[src/rtl/sd_spi_pkg.sv]
// Shared types and defaults for the SD-card SPI mode-0 master.
package sd_spi_pkg;
    localparam int DEF_DIV_W  = 8;
    localparam int DEF_DATA_W = 8;
    localparam int DEF_BIT_W  = $clog2(DEF_DATA_W);

    typedef enum logic [2:0] {
        IDLE  = 3'd0,
        SETUP = 3'd1,
        LOW   = 3'd2,
        HIGH  = 3'd3,
        DONE  = 3'd4
    } spi_state_t;
endpackage

[src/rtl/spi_half_timer.sv]
// SCLK half-period timer: restarts at 0 on start, flags the last cycle when count reaches limit.
module spi_half_timer #(
    parameter int DIV_W = 8
) (
    input  logic             clk,
    input  logic             rst,
    input  logic             start,
    input  logic [DIV_W-1:0] limit,
    output logic             expire
);
    logic [DIV_W-1:0] cnt;

    always_ff @(posedge clk or posedge rst) begin
        if (rst) begin
            cnt <= '0;
        end else if (start) begin
            cnt <= '0;
        end else begin
            cnt <= cnt + DIV_W'(1);
        end
    end

    assign expire = (cnt == limit);
endmodule

[src/rtl/sd_spi_master.sv]
// Byte-wide SPI mode-0 master for the SD-card pins, MSB first, runtime SCLK divider.
// state | meaning
// IDLE  | ready for a byte; CS released here unless cs_hold
// SETUP | CS just asserted, wait one half-period before first SCLK edge
// LOW   | SCLK low, MOSI holds current bit
// HIGH  | SCLK high, MISO captured on entry
// DONE  | one-cycle rx_valid, MOSI back to idle-high
module sd_spi_master
    import sd_spi_pkg::*;
#(
    parameter int DIV_W  = DEF_DIV_W,
    parameter int DATA_W = DEF_DATA_W
) (
    input  logic              clk,
    input  logic              rst,
    input  logic [DIV_W-1:0]  div,
    input  logic              cs_hold,
    input  logic              tx_valid,
    output logic              tx_ready,
    input  logic [DATA_W-1:0] tx_data,
    output logic              rx_valid,
    output logic [DATA_W-1:0] rx_data,
    output logic              busy,
    output logic              spi_cs,
    output logic              spi_sclk,
    output logic              spi_mosi,
    input  logic              spi_miso
);
    localparam int BIT_W = $clog2(DATA_W);

    spi_state_t        state;
    logic [DIV_W-1:0]  div_q;
    logic [DATA_W-1:0] tx_shift;
    logic [DATA_W-1:0] rx_shift;
    logic [BIT_W-1:0]  bit_cnt;
    logic              accept;
    logic              expire;
    logic              phase_end;
    logic              last_bit;

    assign tx_ready  = (state == IDLE);
    assign busy      = (state != IDLE);
    assign accept    = tx_valid && tx_ready;
    assign phase_end = expire && ((state == SETUP) || (state == LOW) || (state == HIGH));
    assign last_bit  = (bit_cnt == BIT_W'(DATA_W - 1));

    spi_half_timer #(.DIV_W(DIV_W)) u_half_timer (
        .clk    (clk),
        .rst    (rst),
        .start  (accept || phase_end),
        .limit  (div_q),
        .expire (expire)
    );

    always_ff @(posedge clk or posedge rst) begin
        if (rst) begin
            state    <= IDLE;
            spi_cs   <= 1'b1;
            spi_sclk <= 1'b0;
            spi_mosi <= 1'b1;
            rx_valid <= 1'b0;
            rx_data  <= '0;
            div_q    <= '0;
            tx_shift <= '0;
            rx_shift <= '0;
            bit_cnt  <= '0;
        end else begin
            rx_valid <= 1'b0;
            case (state)
                IDLE: begin
                    if (accept) begin
                        tx_shift <= tx_data;
                        div_q    <= div;
                        bit_cnt  <= '0;
                        spi_cs   <= 1'b0;
                        spi_mosi <= tx_data[DATA_W-1];
                        // A fresh CS assertion needs setup time; a held CS goes straight to clocking.
                        state    <= spi_cs ? SETUP : LOW;
                    end else if (!cs_hold) begin
                        spi_cs <= 1'b1;
                    end
                end
                SETUP: begin
                    if (expire) state <= LOW;
                end
                LOW: begin
                    if (expire) begin
                        state    <= HIGH;
                        spi_sclk <= 1'b1;
                        rx_shift <= {rx_shift[DATA_W-2:0], spi_miso};
                    end
                end
                HIGH: begin
                    if (expire) begin
                        spi_sclk <= 1'b0;
                        if (last_bit) begin
                            state    <= DONE;
                            rx_valid <= 1'b1;
                            rx_data  <= rx_shift;
                            spi_mosi <= 1'b1;
                        end else begin
                            state    <= LOW;
                            bit_cnt  <= bit_cnt + BIT_W'(1);
                            tx_shift <= {tx_shift[DATA_W-2:0], 1'b0};
                            spi_mosi <= tx_shift[DATA_W-2];
                        end
                    end
                end
                DONE: begin
                    state <= IDLE;
                    if (!cs_hold) spi_cs <= 1'b1;
                end
                default: state <= IDLE;
            endcase
        end
    end
endmodule

[config.mk]
export PLATFORM = sky130hd
export DESIGN_NAME = sd_spi_master
export DESIGN_NICKNAME = d
export VERILOG_FILES = /design/src/rtl/sd_spi_pkg.sv /design/src/rtl/spi_half_timer.sv /design/src/rtl/sd_spi_master.sv
export SDC_FILE = /design/constraint.sdc
export NUM_CORES = 1
export LEC_CHECK = 0
export ABC_AREA = 1
export BUFFER_PORTS_ARGS = -buffer_cell sky130_fd_sc_hd__clkbuf_2
export CORE_MARGIN = 2
export CORE_UTILIZATION = 43
export CTS_CLUSTER_DIAMETER = 50
export DETAILED_ROUTE_END_ITERATION = 12
export GPL_TIMING_DRIVEN = 0
export PLACE_DENSITY_LB_ADDON = 0.1
export REMOVE_ABC_BUFFERS = 1
export SYNTH_ARGS = -nofsm -noshare
export SYNTH_HDL_FRONTEND = slang
export SYNTH_SLANG_ARGS = --single-unit
export TNS_END_PERCENT = 5
[constraint.sdc]
create_clock -name clk -period 2.5 [get_ports clk]
set_clock_uncertainty 0.05 [all_clocks]
set_input_delay 0.25 -clock clk [delete_from_list [all_inputs] [get_ports clk]]
set_output_delay 0.25 -clock clk [all_outputs]
set_load 0.02 [all_outputs]
* Word level (Yosys, flattened, before mapping) *
Cells that the tools add are included.

word-level totals
  bits in registers = 49
  input bits = 21
  output and inout bits = 14
  logic and storage cells = 70

cells by class
  add/subtract/negate cells = 2
  eq/ne operators = 11
  muxes and demuxes = 29
  reductions and logical operators = 17

operators with widths
  kind                 count
  $mux 3               8
  $mux 7               3
  $pmux 7 s2           1
  $pmux 3 s4           1
  $mux 1               10
  $reduce_and 3->1     3
  $add 8x1->8 const B  1
  $eq 8x8->1           1
  $mux 8               1
  $ne 2x2->1 const B   4
  $reduce_and 4->1     2
  $eq 3x2->1 const B   2
  $eq 3x3->1 const B   2
  $pmux 1 s2           3
  $pmux 3 s2           1
  $reduce_bool 2->1    3
  $reduce_and 2->1     2
  $add 3x1->3 const B  1
  $eq 3x1->1 const B   1
  $logic_not 3->1      1
  $logic_or 1x1->1     3
  $reduce_bool 3->1    1
  $logic_and 1x1->1    2
  $mux 2               1
  $ne 2x1->1 const B   1

* Logic depth before layout (Yosys ltp) *
Gate-level depths: netlist (run 1).

  word-level depth = 6
  gate-level depth with buffers = 11
  depth with buffers taken out = 10

* By module *
A second synthesis (run 1) with hierarchy kept.

second synthesis, totals
  cell total of the unflattened synthesis = 310
  area total of the unflattened synthesis = 2428.6 um^2

by module, submodules not included
  module          instances  cells each  area an instance (um^2)  seq. area each (um^2)
  sd_spi_master   1          225         1894.3                   1028.5
  spi_half_timer  1          85          534.3                    200.2

* Least setup slack after synthesis (run 1) *
No wires, ideal clock.

  path kind = reg-to-reg
  from = reg state[0]
  to = reg tx_shift[1]
  setup time = 0.117 ns
  data arrival time = 1.480 ns
  data required time = 2.333 ns
  path slack = 0.853 ns
  stages on the path, launching flop included = 12
  path buffers = 2
  clock period less this slack = 1.647 ns
  cells stage by stage = dfrtp_1 > buf_6 > inv_2 > nand2_4 > nor2_4 > inv_2 > or2_4 > o21ai_2 > inv_2 > buf_6 > nand3_2 > nand2_1

between the ends
  word-level cells in the longest chain between the ends = 4
  elaborated cells between the ends (all ways) = 9
  classes of those cells = 4 x eq/ne; 1 x mux; 4 x reduce/logical

RTL lines
  item                               line                  RTL
  start, declared                    sd_spi_master.sv:31   spi_state_t state;
  start signal, assigned             sd_spi_master.sv:78   state <= spi_cs ? SETUP : LOW;
  $logic_not 3->1 (*)                sd_spi_master.sv:41   assign tx_ready = (state == IDLE);
  net tx_ready                       sd_spi_master.sv:19   output logic tx_ready,
  $logic_and 1x1->1                  sd_spi_master.sv:43   assign accept = tx_valid && tx_ready;
  $ne 2x1->1 (no source line)        -
  $reduce_and 4->1 (no source line)  -
  end signal, assigned               sd_spi_master.sv:72   tx_shift <= tx_data;
  end signal, assigned               sd_spi_master.sv:104  tx_shift <= {tx_shift[DATA_W-2:0], 1'b0};
  end, declared                      sd_spi_master.sv:33   logic [DATA_W-1:0] tx_shift;

The timed path passes the listed nets; every way through them passes the cells marked *.
A chain may end at the register's enable or synchronous reset.

* Worst setup path after layout (run 1) *
  from = reg state[2]
  to = reg tx_shift[4]

between the ends
  word-level cells in the longest chain between the ends = 4
  elaborated cells between the ends (all ways) = 9
  classes of those cells = 4 x eq/ne; 1 x mux; 4 x reduce/logical

RTL lines
  item                               line
  $logic_not 3->1                    sd_spi_master.sv:41, sd_spi_master.sv:69
  $logic_and 1x1->1                  sd_spi_master.sv:43
  $ne 2x1->1 (no source line)        -
  $reduce_and 4->1 (no source line)  -

Parallel ways exist; a longest one is shown, timed or not.

==> flow_summary.yaml, run 1 <==
run_status:
  status: "finished, final reports clean"
synthesis:
  synth.distinct_cells: 29
  synthDominantCellAreaShare_pct: 48.91
  syn_inst: 286
  avgSynthCellArea_um2: 8.408
  ys_seq_elements: 49
  seq_area_frac_synth_pct: 51.09
  ys.warnings.count: 0
  yosys-top-cells-area: "dfrtp_1, nand2_1, nand3_2"
  netlist_area_mm2: 0.002405
  yosys.area.top_type: "dfrtp_1"
sta:
  worst_pin_slew_ns: 0.6347
  finalSetupViolations: 0
  slew_headroom_pct: 57.46
  final.setup.worst_slack_ns: 0.4529
  finalHoldViolCount: 0
  tns_ns: 0
  rsz0062_at_grt: "no"
  min_period_ns: 2.047
  fmax_mhz: 488.5
  slew_violations: 0
  final.period_utilization_pct: 81.88
clock_tree:
  cts.sinks: 49
  cts_root_buf: "clkbuf_8"
  insertion_delay_ns: 0.30
  cts_tree: "built"
  cts_inserted_buffers: 5
  clockBufferDepth: 2
  cts_setup_buffers: 0
  cts.clk_slew.worst_paths_ns: 0.09
  cts_max_level: 2
worst_setup_path:
  crit_arrival_ns: 2.20
  end_kind: "register"
  cp.required_ns: 2.65
  crit_path_start_kind: "register"
  r2r_slack_ns: 0.45
  cp_max_fo: 14
  crit_type: "reg2reg"
route:
  first_pass_iters: 4
  drc: 0
  drtIter0Drc: 89
  routed_wl_um: 4472
  viasPerCell: 4.572
  vias: 1815
  ant_nets: 0
  wl_per_cell_um: 11.26
place:
  gp_congestion: 0.7328
  hpwl_um: 3179
  placed_area_mm2: 0.002645
  io_buffers: 34
  place_ws_ns: 0.1787
global_route:
  grt_pass1_vias: 1820
  globalRouteMet2Util_pct: 27.09
  grt_util_met1_pct: 23.13
  met3_usage_pct: 3.068
  grt_max_degree: 36
  grtUsageTotal_pct: 16.90
  overflow: 0
  grt_pass1_wl_um: 8342
  antenna_found_initial: 0
  top_usage_layer: "met2"
run:
  drv_cap: 0
finish:
  layout-drive-gt1-share_pct: 24.92
  fill_cells: 570
  diodes: 0
  fin_area_mm2: 0.002759
  nets: 348
  area_growth_pct: 14.72
die:
  core_mm2: 0.005439
  die_y_um: 78.79
  io_pins: 35
  floorplan.initialDensity_pct: 44.21
  fp-row-count: 27
  die_w_um: 78.79
  die_area_mm2: 0.006207
power:
  pwr_density_cell_mw_per_mm2: 486.9
  leakagePower_nw: 1.535
  vdd_drop_max_v: 0.0001965
min_path:
  hold_class: "in2reg"
## final cells by class
cell class,count,area [um^2],share of cell area (%)
clock buffer,7,96.34,3.492
clock inverter,1,5.005,0.1814
inverter,30,112.6,4.082
multi-input combinational,202,1026,37.19
sequential,49,1229,44.54
tap,72,90.09,3.265
timing repair buffer,36,200.2,7.256
## power by group
group / switching, mW / internal, mW
combinational: 0.0242 / 0.0181
sequential: 0 / 0.792
clock: 0.259 / 0.250
## through the flow
stage | hold WS (ns) | instances | power, mW | util [%]
after CTS | 0.1132 | 397 | 1.371 | 50.68
after global placement | 0.4040 | 387 | 0.8467 | 48.26
after detailed placement | 0.1786 | 388 | 0.8508 | 48.63
after floorplan | 0.3446 | 281 | 0.8258 | -
final | 0.1230 | 397 | 1.343 | 50.72
after global routing | 0.1143 | 397 | 1.404 | 50.72
## state kept, by name, indices dropped and copies added, names as in the netlist, 3 cells and up
signal / flops
div_q: 8
rx_data: 8
rx_shift: 8
u_half_timer.cnt: 8
tx_shift: 7
bit_cnt: 3
state: 3
## layout by cell type (no fill, tap or decap), drive strengths merged, types with 2 or more instances in the layout
cell	count
nand2	117
dfrtp	47
clkbuf	41
inv	30
nand3	28
nor2	25
o21ai	8
a21oi	5
xnor2	4
xor2	3
mux2	3
ha	3
dfstp	2
nor3	2
## synthesized netlist by cell type (all sizes together)
master	n
xor2	3
o21ai	8
xnor2	4
nor2	25
buf	4
or2	1
dfrtp	47
mux2	3
clkbuf	1
nand2	117
a31oi	1
inv	30
a211oi	1
a21oi	5
dfstp	2
ha	3
o31ai	1
nand3	28
nor3	2
## what timing repair did
item,4_1_cts,5_1_grt
endpoints found under the setup margin,0,4
hold buffers,1,0
resized for setup,0,1
hold endpoints to repair,13,0
## routing by layer
| metal | part of all wire (%) | wire length (um) | vias up |
|---|---|---|---|
| li1 | - | - | 961 |
| met1 | 51 | 2303 | 819 |
| met2 | 43 | 1934 | 28 |
| met3 | 3.8 | 170 | 7 |
| met4 | 1.4 | 63 | 0 |
| met5 | 0 | 0 | - |
## critical path, stage by stage (launching register included)
cell and delay [ns]:
dfrtp_1 0.46, inv_2 0.12, nand3_2 0.25, inv_2 0.27, nand3_4 0.13, nand2_2 0.28, nand2_2 0.22, nand2_1 0.11
nand2_1 0.05
## final timing paths
path                                        start                       to  depth (start not counted)
setup / recovery             state[2]$_DFFE_PP0P_  tx_shift[4]$_DFFE_PP0P_                          8
hold / removal                             div[2]     div_q[2]$_DFFE_PP0P_                          2
setup reg to reg             state[2]$_DFFE_PP0P_  tx_shift[4]$_DFFE_PP0P_                          8
hold reg to reg            rx_data[5]$_DFFE_PP0P_   rx_data[5]$_DFFE_PP0P_                          2
max in group asynchronous                     rst     spi_mosi$_DFFE_PP1P_                          4
min in group asynchronous                     rst       rx_valid$_DFF_PP0_                          3
## cells by family (layout without fill, tap and decap cells)
family	Yosys count	after routing	share of synthesized area, %
flops	49	49	51.09
fa+ha+maj	3	3	1.561
buf+inv	35	74	6.348
xor+xnor	7	7	2.549
compound gates	16	16	3.903
simple gates	173	173	33.14
mux	3	3	1.405
Note: power is estimated with default switching activity, not from simulation.
==> run 2, diff against run 1 <==
- clock period: 2.5 -> 2.02 ns (I/O delays scaled with it)
==> run 2 against run 1 <==
Largest power group unchanged. Via count barely moved. Non-clock buffer count unchanged. Design area increased by 0.54%. Die area is the same. Global-route usage is essentially flat. Highest routed layer unchanged. Combinational power is 24% higher. Clock-buffer cell count is the same. First-iteration DRC count decreased by 10%. Sequential power grew 24%. Register-to-register slack got worse by 0.22 ns.
==> flow_summary.yaml, run 2 (same netlist as run 1, synthesis figures left out) <==
worst_setup_path:
  crit_end: "bit_cnt[0]$_DFFE_PP0P_"
  cp_max_fo: 11
  r2r-end: "bit_cnt[0]$_DFFE_PP0P_"
  reg2reg_depth: 10
  end_kind: "register"
  crit_path_start_kind: "register"
  crit_arrival_ns: 1.98
  r2r_slack_ns: 0.23
  crit_start: "state[0]$_DFFE_PP0P_"
  r2r-start: "state[0]$_DFFE_PP0P_"
  cp.required_ns: 2.21
  crit_type: "reg2reg"
route:
  routed_wl_um: 4464
  drc: 0
  drtIter0Drc: 80
  viasPerCell: 4.569
  ant_nets: 0
  first_pass_iters: 4
  vias: 1814
  wl_per_cell_um: 11.24
place:
  hpwl_um: 3179
  gp_congestion: 0.7328
  io_buffers: 34
finish:
  diodes: 0
  layout-drive-gt1-share_pct: 24.92
  nets: 348
  area_growth_pct: 15.35
  layout_common_cells: "nand2_1, dfrtp_1, clkbuf_2"
  layout_commonest_cell: "nand2_1"
power:
  p_int_mw: 1.312
  vdd_drop_max_v: 0.0002433
  leakagePower_nw: 1.537
  switchingPower_mw: 0.3496
  power_mw: 1.662
  clkPwrFrac_pct: 37.9
  pwr_density_cell_mw_per_mm2: 599.2
  seq_power_share_pct: 59.0
  swShare_pct: 21.03
  pwr-share-comb_pct: 3.2
clock_tree:
  clockBufferDepth: 2
  insertion_delay_ns: 0.30
  cts_setup_buffers: 0
  cts_root_buf: "clkbuf_8"
  cts.sinks: 49
  cts.clk_slew.worst_paths_ns: 0.09
  cts_max_level: 2
  cts_inserted_buffers: 5
  cts_tree: "built"
min_path:
  hold_class: "in2reg"
sta:
  fmax_mhz: 558.8
  finalHoldViolCount: 0
  slew_violations: 0
  min_period_ns: 1.789
  hold-worst-slack_ns: 0.07575
  finalSetupViolations: 0
  rsz0062_at_grt: "no"
  slew_headroom_pct: 58.49
  final.period_utilization_pct: 88.59
  worst_pin_slew_ns: 0.6193
die:
  io_pins: 35
  die_w_um: 78.79
  die_area_mm2: 0.006207
  die_y_um: 78.79
  floorplan.initialDensity_pct: 44.21
  fp-row-count: 27
  core_mm2: 0.005439
global_route:
  grtUsageTotal_pct: 16.92
  grt_max_degree: 36
  overflow: 0
  antenna_found_initial: 0
  grt_pass1_vias: 1820
  grt_pass1_wl_um: 8349
run_status:
  status: "finished, final reports clean"
run:
  drv_cap: 0
-- run 2: cell types whose count changed in the layout (fill, tap and decap cells not counted) --
| cell | change |
|---|---|
| inv_2 | -1 |
| inv_4 | +1 |
| nand2_2 | -1 |
| nand2_4 | +1 |
| nand3_2 | -1 |
| nand3_4 | +1 |
-- run 2: what timing repair did --
item / 4_1_cts / 5_1_grt
resized for setup: 3 / 1
hold buffers: 1 / 0
hold endpoints to repair: 13 / 0
endpoints found under the setup margin: 10 / 10
-- run 2: critical path, stage by stage, from the launching register on --
cell and delay [ns]:
dfrtp_1 0.49, inv_2 0.11, nand2_4 0.07, nor2_4 0.12, inv_2 0.07, or2_4 0.26, o21ai_2 0.06, inv_2 0.15
nand2_2 0.22, nand2_1 0.07, nand2_1 0.06
-- run 2: through the flow --
step | area, um^2 | std cells | setup TNS [ns] | worst slack (ns) | utilization [%]
CTS | 2769 | 397 | 0 | 0.09634 | 50.91
detailed placement | 2645 | 388 | -2.866 | -0.3013 | 48.63
global route | 2774 | 397 | 0 | 0.04418 | 51.00
global placement | 2625 | 387 | -8.966 | -0.3098 | 48.26
floorplan | 2365 | 281 | 0 | 0.1738 | -
finish | 2774 | 397 | 0 | 0.2305 | 51.00
-- run 2: metal layers --
metal | vias to the layer above | track usage [%] | wire (um)
li1 | 959 | - | -
met1 | 818 | 23.21 | 2273
met2 | 30 | 27.09 | 1950
met3 | 7 | 3.068 | 176
met4 | 0 | 5.789 | 63
met5 | - | 0 | 0
-- run 2: layout make-up --
type                       count  area, um^2
clock buffer                   7       96.34
clock inverter                 1       5.005
fill                         570        2665
inverter                      30       115.1
multi-input combinational    202        1039
sequential                    49        1229
tap                           72       90.09
timing repair buffer          36       200.2
-- run 2: power by group through the flow --
stage	Clock, mW	Sequential [mW]	Combinational, mW
floorplan	0	1.00	0.0225
global placement	0	1.00	0.0483
detailed placement	0	0.999	0.0535
CTS	0.661	0.980	0.0552
global route	0.696	0.980	0.0614
finish	0.629	0.980	0.0525
-- run 2: worst min path at each step --
stage / startpoint / cells after the start / to
floorplan: spi_miso / 2 / rx_shift[0]$_DFFE_PP0P_
global placement: div[3] / 2 / div_q[3]$_DFFE_PP0P_
detailed placement: rst / 2 / rx_valid$_DFF_PP0_
CTS: div[2] / 2 / div_q[2]$_DFFE_PP0P_
global route: div[2] / 2 / div_q[2]$_DFFE_PP0P_
finish: div[2] / 2 / div_q[2]$_DFFE_PP0P_
